**src/rtl/csr_trap_ctrl.sv**
```systemverilog
// csr_trap_ctrl: sequences machine-mode timer-interrupt entry and mret exit.
// It captures a precise PC from execute and drives the CSR trap strobes, the
// fetch redirect and the pipeline flush.
//
// Handshake: there is no valid/ready pairing here. trap_enter, trap_exit and
// pc_redirect are single-cycle strobes with no backpressure. trap_mepc,
// trap_mcause and pc_target carry data only in the cycle their strobe is high,
// and read as zero in every other cycle. Consumers must act in that cycle.
//
// All outputs are registered. Each output is decoded from the next state at
// the clock edge where that state is entered. As a result:
//   - No input reaches an output combinationally.
//   - The entry target uses the mtvec value from the same edge as ENTER.
//   - The exit target uses the mepc value from the same edge as EXIT.
module csr_trap_ctrl #(
    parameter int              XLEN         = 32,
    parameter logic [XLEN-1:0] MCAUSE_TIMER = 32'h8000_0007,
    parameter int              FLUSH_CYCLES = 2
) (
    input  logic            clk,
    input  logic            reset,
    input  logic            timer_irq,
    input  logic            mstatus_mie,
    input  logic            mie_mtie,
    input  logic [XLEN-1:0] mtvec,
    input  logic [XLEN-1:0] mepc,
    input  logic            ex_valid,
    input  logic [XLEN-1:0] pc_ex,
    input  logic            is_mret,
    output logic            trap_enter,
    output logic            trap_exit,
    output logic [XLEN-1:0] trap_mepc,
    output logic [XLEN-1:0] trap_mcause,
    output logic            pc_redirect,
    output logic [XLEN-1:0] pc_target,
    output logic            flush,
    output logic            busy,
    output logic [2:0]      dbg_state,
    output logic            dbg_in_handler
);

    typedef enum logic [2:0] {
        IDLE       = 3'd0,
        WAIT_VALID = 3'd1,
        ENTER      = 3'd2,
        EXIT       = 3'd3,
        FLUSH      = 3'd4
    } state_t;

    localparam int CNT_W = 8;
    // Extra FLUSH cycles after the ENTER/EXIT cycle, counted down to zero.
    localparam logic [CNT_W-1:0] FLUSH_LOAD =
        (FLUSH_CYCLES > 1) ? CNT_W'(FLUSH_CYCLES - 2) : '0;
    // Vectored offset is the cause code (interrupt bit dropped) shifted left by 2.
    localparam logic [XLEN-1:0] VEC_OFFSET = {MCAUSE_TIMER[XLEN-3:0], 2'b00};

    state_t           state_q, state_d;
    logic             in_handler_q, in_handler_d;
    logic [CNT_W-1:0] flush_cnt_q, flush_cnt_d;
    logic [XLEN-1:0]  pc_cap_q, pc_cap_d;

    logic             trap_enter_q, trap_enter_d;
    logic             trap_exit_q, trap_exit_d;
    logic [XLEN-1:0]  trap_mepc_q, trap_mepc_d;
    logic [XLEN-1:0]  trap_mcause_q, trap_mcause_d;
    logic             pc_redirect_q, pc_redirect_d;
    logic [XLEN-1:0]  pc_target_q, pc_target_d;
    logic             flush_q, flush_d;
    logic             busy_q, busy_d;

    logic             irq_ok;
    logic [XLEN-1:0]  vec_base;

    assign irq_ok   = timer_irq & mstatus_mie & mie_mtie & ~in_handler_q;
    assign vec_base = {mtvec[XLEN-1:2], 2'b00};

    // Next-state logic and the registered-output decode of that next state.
    always_comb begin
        state_d       = state_q;
        in_handler_d  = in_handler_q;
        flush_cnt_d   = flush_cnt_q;
        pc_cap_d      = pc_cap_q;

        unique case (state_q)
            IDLE: begin
                if (irq_ok && ex_valid) begin
                    pc_cap_d = pc_ex;
                    state_d  = ENTER;
                end else if (irq_ok) begin
                    state_d = WAIT_VALID;
                end else if (ex_valid && is_mret && in_handler_q) begin
                    state_d = EXIT;
                end
            end
            WAIT_VALID: begin
                if (!irq_ok) begin
                    state_d = IDLE;
                end else if (ex_valid) begin
                    pc_cap_d = pc_ex;
                    state_d  = ENTER;
                end
            end
            ENTER, EXIT: begin
                in_handler_d = (state_q == ENTER);
                flush_cnt_d  = FLUSH_LOAD;
                state_d      = (FLUSH_CYCLES > 1) ? FLUSH : IDLE;
            end
            FLUSH: begin
                if (flush_cnt_q == '0) begin
                    state_d = IDLE;
                end else begin
                    flush_cnt_d = flush_cnt_q - 1'b1;
                end
            end
            default: state_d = IDLE;
        endcase

        trap_enter_d  = (state_d == ENTER);
        trap_exit_d   = (state_d == EXIT);
        pc_redirect_d = (state_d == ENTER) || (state_d == EXIT);
        flush_d       = (state_d == ENTER) || (state_d == EXIT) || (state_d == FLUSH);
        busy_d        = (state_d != IDLE);
        trap_mepc_d   = (state_d == ENTER) ? pc_cap_d : '0;
        trap_mcause_d = (state_d == ENTER) ? MCAUSE_TIMER : '0;
        pc_target_d   = '0;
        if (state_d == ENTER) begin
            pc_target_d = (mtvec[1:0] == 2'b01) ? (vec_base + VEC_OFFSET) : vec_base;
        end else if (state_d == EXIT) begin
            pc_target_d = mepc;
        end
    end

    // State, handler flag, counter, PC capture and output registers.
    // Reset wins over every event in every state.
    always_ff @(posedge clk) begin
        if (reset) begin
            state_q       <= IDLE;
            in_handler_q  <= 1'b0;
            flush_cnt_q   <= '0;
            pc_cap_q      <= '0;
            trap_enter_q  <= 1'b0;
            trap_exit_q   <= 1'b0;
            trap_mepc_q   <= '0;
            trap_mcause_q <= '0;
            pc_redirect_q <= 1'b0;
            pc_target_q   <= '0;
            flush_q       <= 1'b0;
            busy_q        <= 1'b0;
        end else begin
            state_q       <= state_d;
            in_handler_q  <= in_handler_d;
            flush_cnt_q   <= flush_cnt_d;
            pc_cap_q      <= pc_cap_d;
            trap_enter_q  <= trap_enter_d;
            trap_exit_q   <= trap_exit_d;
            trap_mepc_q   <= trap_mepc_d;
            trap_mcause_q <= trap_mcause_d;
            pc_redirect_q <= pc_redirect_d;
            pc_target_q   <= pc_target_d;
            flush_q       <= flush_d;
            busy_q        <= busy_d;
        end
    end

    assign trap_enter     = trap_enter_q;
    assign trap_exit      = trap_exit_q;
    assign trap_mepc      = trap_mepc_q;
    assign trap_mcause    = trap_mcause_q;
    assign pc_redirect    = pc_redirect_q;
    assign pc_target      = pc_target_q;
    assign flush          = flush_q;
    assign busy           = busy_q;
    assign dbg_state      = state_q;
    assign dbg_in_handler = in_handler_q;

endmodule

```
**config.mk**
```make
export PLATFORM = sky130hd
export DESIGN_NAME = csr_trap_ctrl
export DESIGN_NICKNAME = d
export VERILOG_FILES = /design/src/rtl/csr_trap_ctrl.sv
export SDC_FILE = /design/constraint.sdc
export NUM_CORES = 1
export LEC_CHECK = 0
export CELL_PAD_IN_SITES_DETAIL_PLACEMENT = 1
export CELL_PAD_IN_SITES_GLOBAL_PLACEMENT = 2
export CORE_MARGIN = 5
export CORE_UTILIZATION = 32
export CTS_CLUSTER_DIAMETER = 40
export DETAILED_ROUTE_END_ITERATION = 12
export DONT_BUFFER_PORTS = 1
export PLACE_DENSITY_LB_ADDON = 0.08
export RECOVER_POWER = 100
export SYNTH_ARGS = -nofsm -noshare
export SYNTH_HDL_FRONTEND = slang
export SYNTH_SLANG_ARGS = --single-unit
```
**constraint.sdc**
```tcl
create_clock -name clk -period 2.1 [get_ports clk]
set_input_delay 0.21 -clock clk [delete_from_list [all_inputs] [get_ports clk]]
set_output_delay 0.21 -clock clk [all_outputs]
set_load 0.05 [all_outputs]
```
[Word level (Yosys, flattened, before mapping)]
Cells that the tools add are included.
Widths: inputs -> output; s select.
Cells by class
  equality and inequality tests: 9
  $add $sub $neg: 2
  bitwise logic cells: 5
  reduce and logical (&&, ||, !) cells: 12
  mux-type cells: 17
Operators with widths (number)
  $mux 32: 7
  $pmux 32 s2: 1
  $add 32x5->32 const B: 1
  $mux 3: 6
  $pmux 8 s2: 1
  $eq 3x2->1 const B: 4
  $pmux 3 s4: 1
  $logic_not 8->1: 1
  $mux 8: 1
  $sub 8x1->8 const B: 1
  $eq 3x3->1 const B: 2
  $reduce_or 2->1: 2
  $and 1x1->1: 3
  $eq 3x1->1 const B: 1
  $logic_and 1x1->1: 3
  $logic_not 3->1: 1
  $reduce_bool 3->1: 1
  $eq 2x1->1 const B: 1
  $logic_or 1x1->1: 2
  $ne 2x2->1 const B: 1
  $not 1->1: 2
  $reduce_and 2->1: 1
  $reduce_bool 2->1: 1
Storage, ports and cells
  register bits: 145
  bits of input ports: 103
  word-level logic and storage cells: 57
  output and inout port bits: 105

[Logic depth before layout (Yosys ltp)]
  depth after elaboration: 9
  depth in mapped cells: 8
  depth with buffers taken out: 7

[Least setup slack after synthesis]
OpenSTA, ideal clock, no wires.
  path kind: reg-to-reg
  from: register state_q[2], in the netlist dbg_state[2]
  to: register flush_cnt_q[5]
  cell stages (with the launch flop): 6
  arrival: 1.686 ns
  period minus slack after synthesis: 1.807 ns
  slack: 0.293 ns
  cells stage by stage: dfxtp_1 or3b_1 a21oi_2 o2111ai_1 xor2_1 nor2_1
On the way
  word-level cells in the longest chain between the ends: 4
RTL lines
  start: declaration: line 57  | state_t state_q, state_d;
  start signal: assignment: line 150  | state_q <= state_d;
  $eq 3x2->1: line 84  | unique case (state_q)
  $reduce_or 2->1: line 84
  $reduce_bool 2->1 (no line)
  $reduce_and 2->1 (no line)
  end signal: assignment: line 152  | flush_cnt_q <= flush_cnt_d;
  end: declaration: line 59  | logic [CNT_W-1:0] flush_cnt_q, flush_cnt_d;
Several ways; a longest one is shown, not always the timed one.
A chain may end at the register's enable or synchronous reset.

[Worst setup path after layout]
  from: register trap_mcause_q[2], in the netlist trap_mcause[2]
  to: output port trap_mcause[2]
RTL lines
  start: declaration: line 65  | logic [XLEN-1:0] trap_mcause_q, trap_mcause_d;
  start signal: assignment: line 157  | trap_mcause_q <= trap_mcause_d;
  end: declaration: line 33  | output logic [XLEN-1:0] trap_mcause,
No word-level cell between the ends.

==> key figures <==
Finish
  – Synthesis-to-layout area growth: 24.1%
  – Multi-input gate area: 1570 um2
  – # diodes: 0
  – Nets: 541
  – Layout cells sized above 1: 8.16%
  – Filler cells: 1206
  – Register Area: 1620 um2

Placement
  – Pre-CTS setup slack: 404 ps
  – I/O Buffers: 0
  – Dpl hpwl: 7.74 mm
  – Placer Congestion: 0.731

GRT
  – First-pass GRT wire length: 15.7 mm
  – Congestion Overflow GR: 0
  – Number of antenna violations at the first check in global routing: 0
  – Largest net degree at the start of global routing: 39
  – Vias in the first global route: 2911
  – GRT Total Usage: 15.8%

Power
  – Pwr dens: 750 nW/um2
  – Total power: 0.00321 W
  – VDD IR max: 0.326 mV
  – Reg power frac: 50.9%
  – Combinational Power Share: 10.8%
  – NetSw: 0.000946 W
  – Internal power: 0.00226 W
  – Switching Share: 29.5%
  – Clk network pwr share: 38.3%
  – Leakage power: 1.81 nW

STA
  – Fmax achieved: 0.527 GHz
  – Slew @ Worst Pin: 1360 ps
  – Final period util: 90.4%
  – Final WS setup: 202 ps
  – Final Skew: 10.7 ps
  – TNS Setup: 0 ps
  – Final Hold Vio Count: 0
  – Final setup violation count: 0
  – Crit path time final: 1900 ps
  – Final hold slack: 29.0 ps
  – Slew margin rel.: 9.66%
  – Unrepaired setup endpoints after global routing: no
  – Pins Over Slew Limit: 0

Route
  – Pre-antenna DRT Iters: 4
  – WL/cell: 18.3 um
  – Starting DRT DRC Count: 94
  – Drt via density: 4.69
  – Vias: 2705
  – DRC: 0
  – Post-DRT Antenna Nets: 0
  – Final wirelength: 10.6 mm

Die
  – Core ar.: 10400 um2
  – Boundary Pins: 208
  – Die Span Y: 114 um
  – Row Count: 37
  – Die Span X: 114 um
  – Initial core utilization: 33.1%
  – DIE AREA: 12900 um2

Setup path
  – CP Data Arrival Time: 1690 ps
  – CP Depth: 1
  – WP data required: 1890 ps
  – Worst r2r path cells: 6
  – Worst R2R End: busy$_SDFF_PP0_
  – Crit. End Element: primary output
  – CP Launch Type: register
  – Worst reg2reg setup slack: 260 ps
  – Highest-delay cell along the critical path: clkbuf_2
  – CP Class: reg2out
  – Worst path max stage delay: 1000 ps
  – Cells along the critical path: clkbuf_2
  – Reg-to-Reg Start: dbg_state[2]$_SDFF_PP0_
  – Buf+Inv Stages, Crit Path: 1
  – CP delay by family, top: buffers and inverters
  – Critical Path Fanout Max: 5

Clock tree
  – Post CTS Setup Buffer Count: 0
  – Sink Count: 81
  – TritonCTS clock tree: built
  – Post_cts resized: 0
  – Root Buffer: clkbuf_8
  – Clock buffer depth: 2
  – Clock-pin slew on the worst setup and hold paths: 90 ps
  – Depth of the CTS H-tree: 3
  – Hold Buf Count CTS: 60
  – Clk_lat worst skew: 360 ps
  – Cts bufs inserted: 9

Logic synthesis
  – Main combinational cell family by area after synthesis: simple AND/OR/NAND/NOR gates
  – Commonest cells post-synth: dfxtp_1 (81), nand2_1 (38), and3_1 (37)
  – Mapped Cells: 378
  – Ys async rst share: 0%
  – Synth top area cells: dfxtp_1 (47%), buf_4 (7.0%), and3_1 (6.7%), xor2_1 (5.3%), nand2_1 (4.1%)
  – Synth Cell Area: 3440 um2
  – Ys flop type: dfxtp_1
  – Library cells used by synthesis: 45
  – Post-synthesis mux area share: 1.74%
  – Post-Synth XOR/XNOR Area: 7.63%
  – Simple-gate portion of the synthesized area: 24.1%
  – Post-Synth Adder-Cell Area: 0.727%
  – YS warnings: 0
  – Compound-Gate Fraction of Synth Area: 8.21%
  – Area fraction of the dominant cell type after synthesis: 47.1%
  – Post-synth EDFFs: 0
  – #FFs+latches synth: 81
  – Count leader, synth: dfxtp_1
  – Mean area per synthesized cell: 9.11 um2
  – Dominant cell type by area after synthesis: dfxtp_1
  – Seq/Total Area, Yosys: 47.1%

Worst hold path
  – Worst Hold Depth: 2
  – Hold Path Class: in2reg
  – Min-delay src: mtvec[13]
  – Worst hold endpoint: pc_target[13]$_SDFF_PP0_

Job
  – Max-cap viol count: 0

Status
  – Status: completed
-- layout by cell type (no fill, tap or decap), types with 2 or more instances in the layout --
| cell type | Yosys | routed |
|---|---|---|
| dfxtp_1 | 81 | 81 |
| dlygate4sd3_1 | 0 | 60 |
| nand2_1 | 38 | 38 |
| and3_1 | 37 | 37 |
| nor2_1 | 31 | 31 |
| conb_1 | 1 | 28 |
| o21ai_0 | 25 | 26 |
| xor2_1 | 21 | 21 |
| xnor2_1 | 9 | 9 |
| clkbuf_8 | 0 | 9 |
| inv_1 | 8 | 8 |
| nand4_1 | 8 | 8 |
| buf_4 | 32 | 8 |
| nand3_1 | 7 | 7 |
| nor3_1 | 6 | 6 |
| mux2i_1 | 6 | 6 |
| o22ai_1 | 6 | 6 |
| a32oi_1 | 5 | 5 |
| o211ai_1 | 3 | 3 |
| a21oi_1 | 3 | 3 |
| inv_6 | 0 | 3 |
| clkbuf_1 | 15 | 3 |
| and4b_1 | 2 | 2 |
| nor3_2 | 2 | 2 |
| nor2b_1 | 2 | 2 |
| or2_2 | 2 | 2 |
| or3_1 | 2 | 2 |
| nor4_4 | 2 | 2 |
| ha_1 | 2 | 2 |
-- sequential cells by signal, summed over array words and instances (netlist names), 3 cells and up --
signal	count
flush_cnt_q	8
trap_mepc	32
dbg_state	3
pc_target	32
-- worst max path at each step --
stage                                     start                           to
global placement                       mtvec[2]     pc_target[16]$_SDFF_PP0_
detailed placement  flush_cnt_q[0]$_SDFFE_PP0P_              busy$_SDFF_PP0_
floorplan               dbg_state[2]$_SDFF_PP0_  flush_cnt_q[5]$_SDFFE_PP0P_
global route          trap_mcause[2]$_SDFF_PP0_               trap_mcause[2]
CTS                 flush_cnt_q[0]$_SDFFE_PP0P_              busy$_SDFF_PP0_
finish                trap_mcause[2]$_SDFF_PP0_               trap_mcause[2]
-- power groups by stage --
| stage | Sequential, W | Clock (W) | Combinational, W |
|---|---|---|---|
| floorplan | 0.00167 | 0 | 0.000261 |
| global placement | 0.00167 | 0 | 0.000252 |
| detailed placement | 0.00167 | 0 | 0.000253 |
| CTS | 0.00163 | 0.00126 | 0.000347 |
| global route | 0.00164 | 0.00133 | 0.000372 |
| finish | 0.00163 | 0.00123 | 0.000345 |
-- stage by stage --
stage / area (um2) / utilization [%] / std cells
after floorplan: 3540 / - / 405
after global placement: 3480 / 33.4 / 501
after detailed placement: 3480 / 33.4 / 501
after CTS: 4290 / 41.2 / 577
after global routing: 4270 / 41.0 / 577
final: 4270 / 41.0 / 577
-- per-layer routing --
layer	GRT usage, %	up-vias	part of all wire [%]	wire length, um
met5	0	-	0	0
met4	5.45	0	1.9	197
met3	7.75	16	11	1190
met2	26.8	125	48	5130
met1	17.2	1228	38	4070
li1	-	1336	-	-
-- kinds of logic (layout without fill, tap and decap cells) --
family | count (synthesis) | in the layout
adder cells (fa/ha/maj) | 2 | 2
flip-flops | 81 | 81
other | 1 | 28
multiplexers | 6 | 6
AO/OA/AOI/OAI | 47 | 47
AND/OR/NAND/NOR | 151 | 151
XOR/XNOR | 30 | 30
buffers and inverters | 60 | 96
-- cell type report --
| class | instances | share of cell area (%) |
|---|---|---|
| clock buffer | 9 | 2.90 |
| clock inverter | 7 | 1.96 |
| inverter | 8 | 0.703 |
| multi-input combinational | 264 | 36.7 |
| sequential | 81 | 38.0 |
| tap | 136 | 3.98 |
| timing repair buffer | 72 | 15.8 |
No activity file was read; power rests on OpenSTA's default activity.
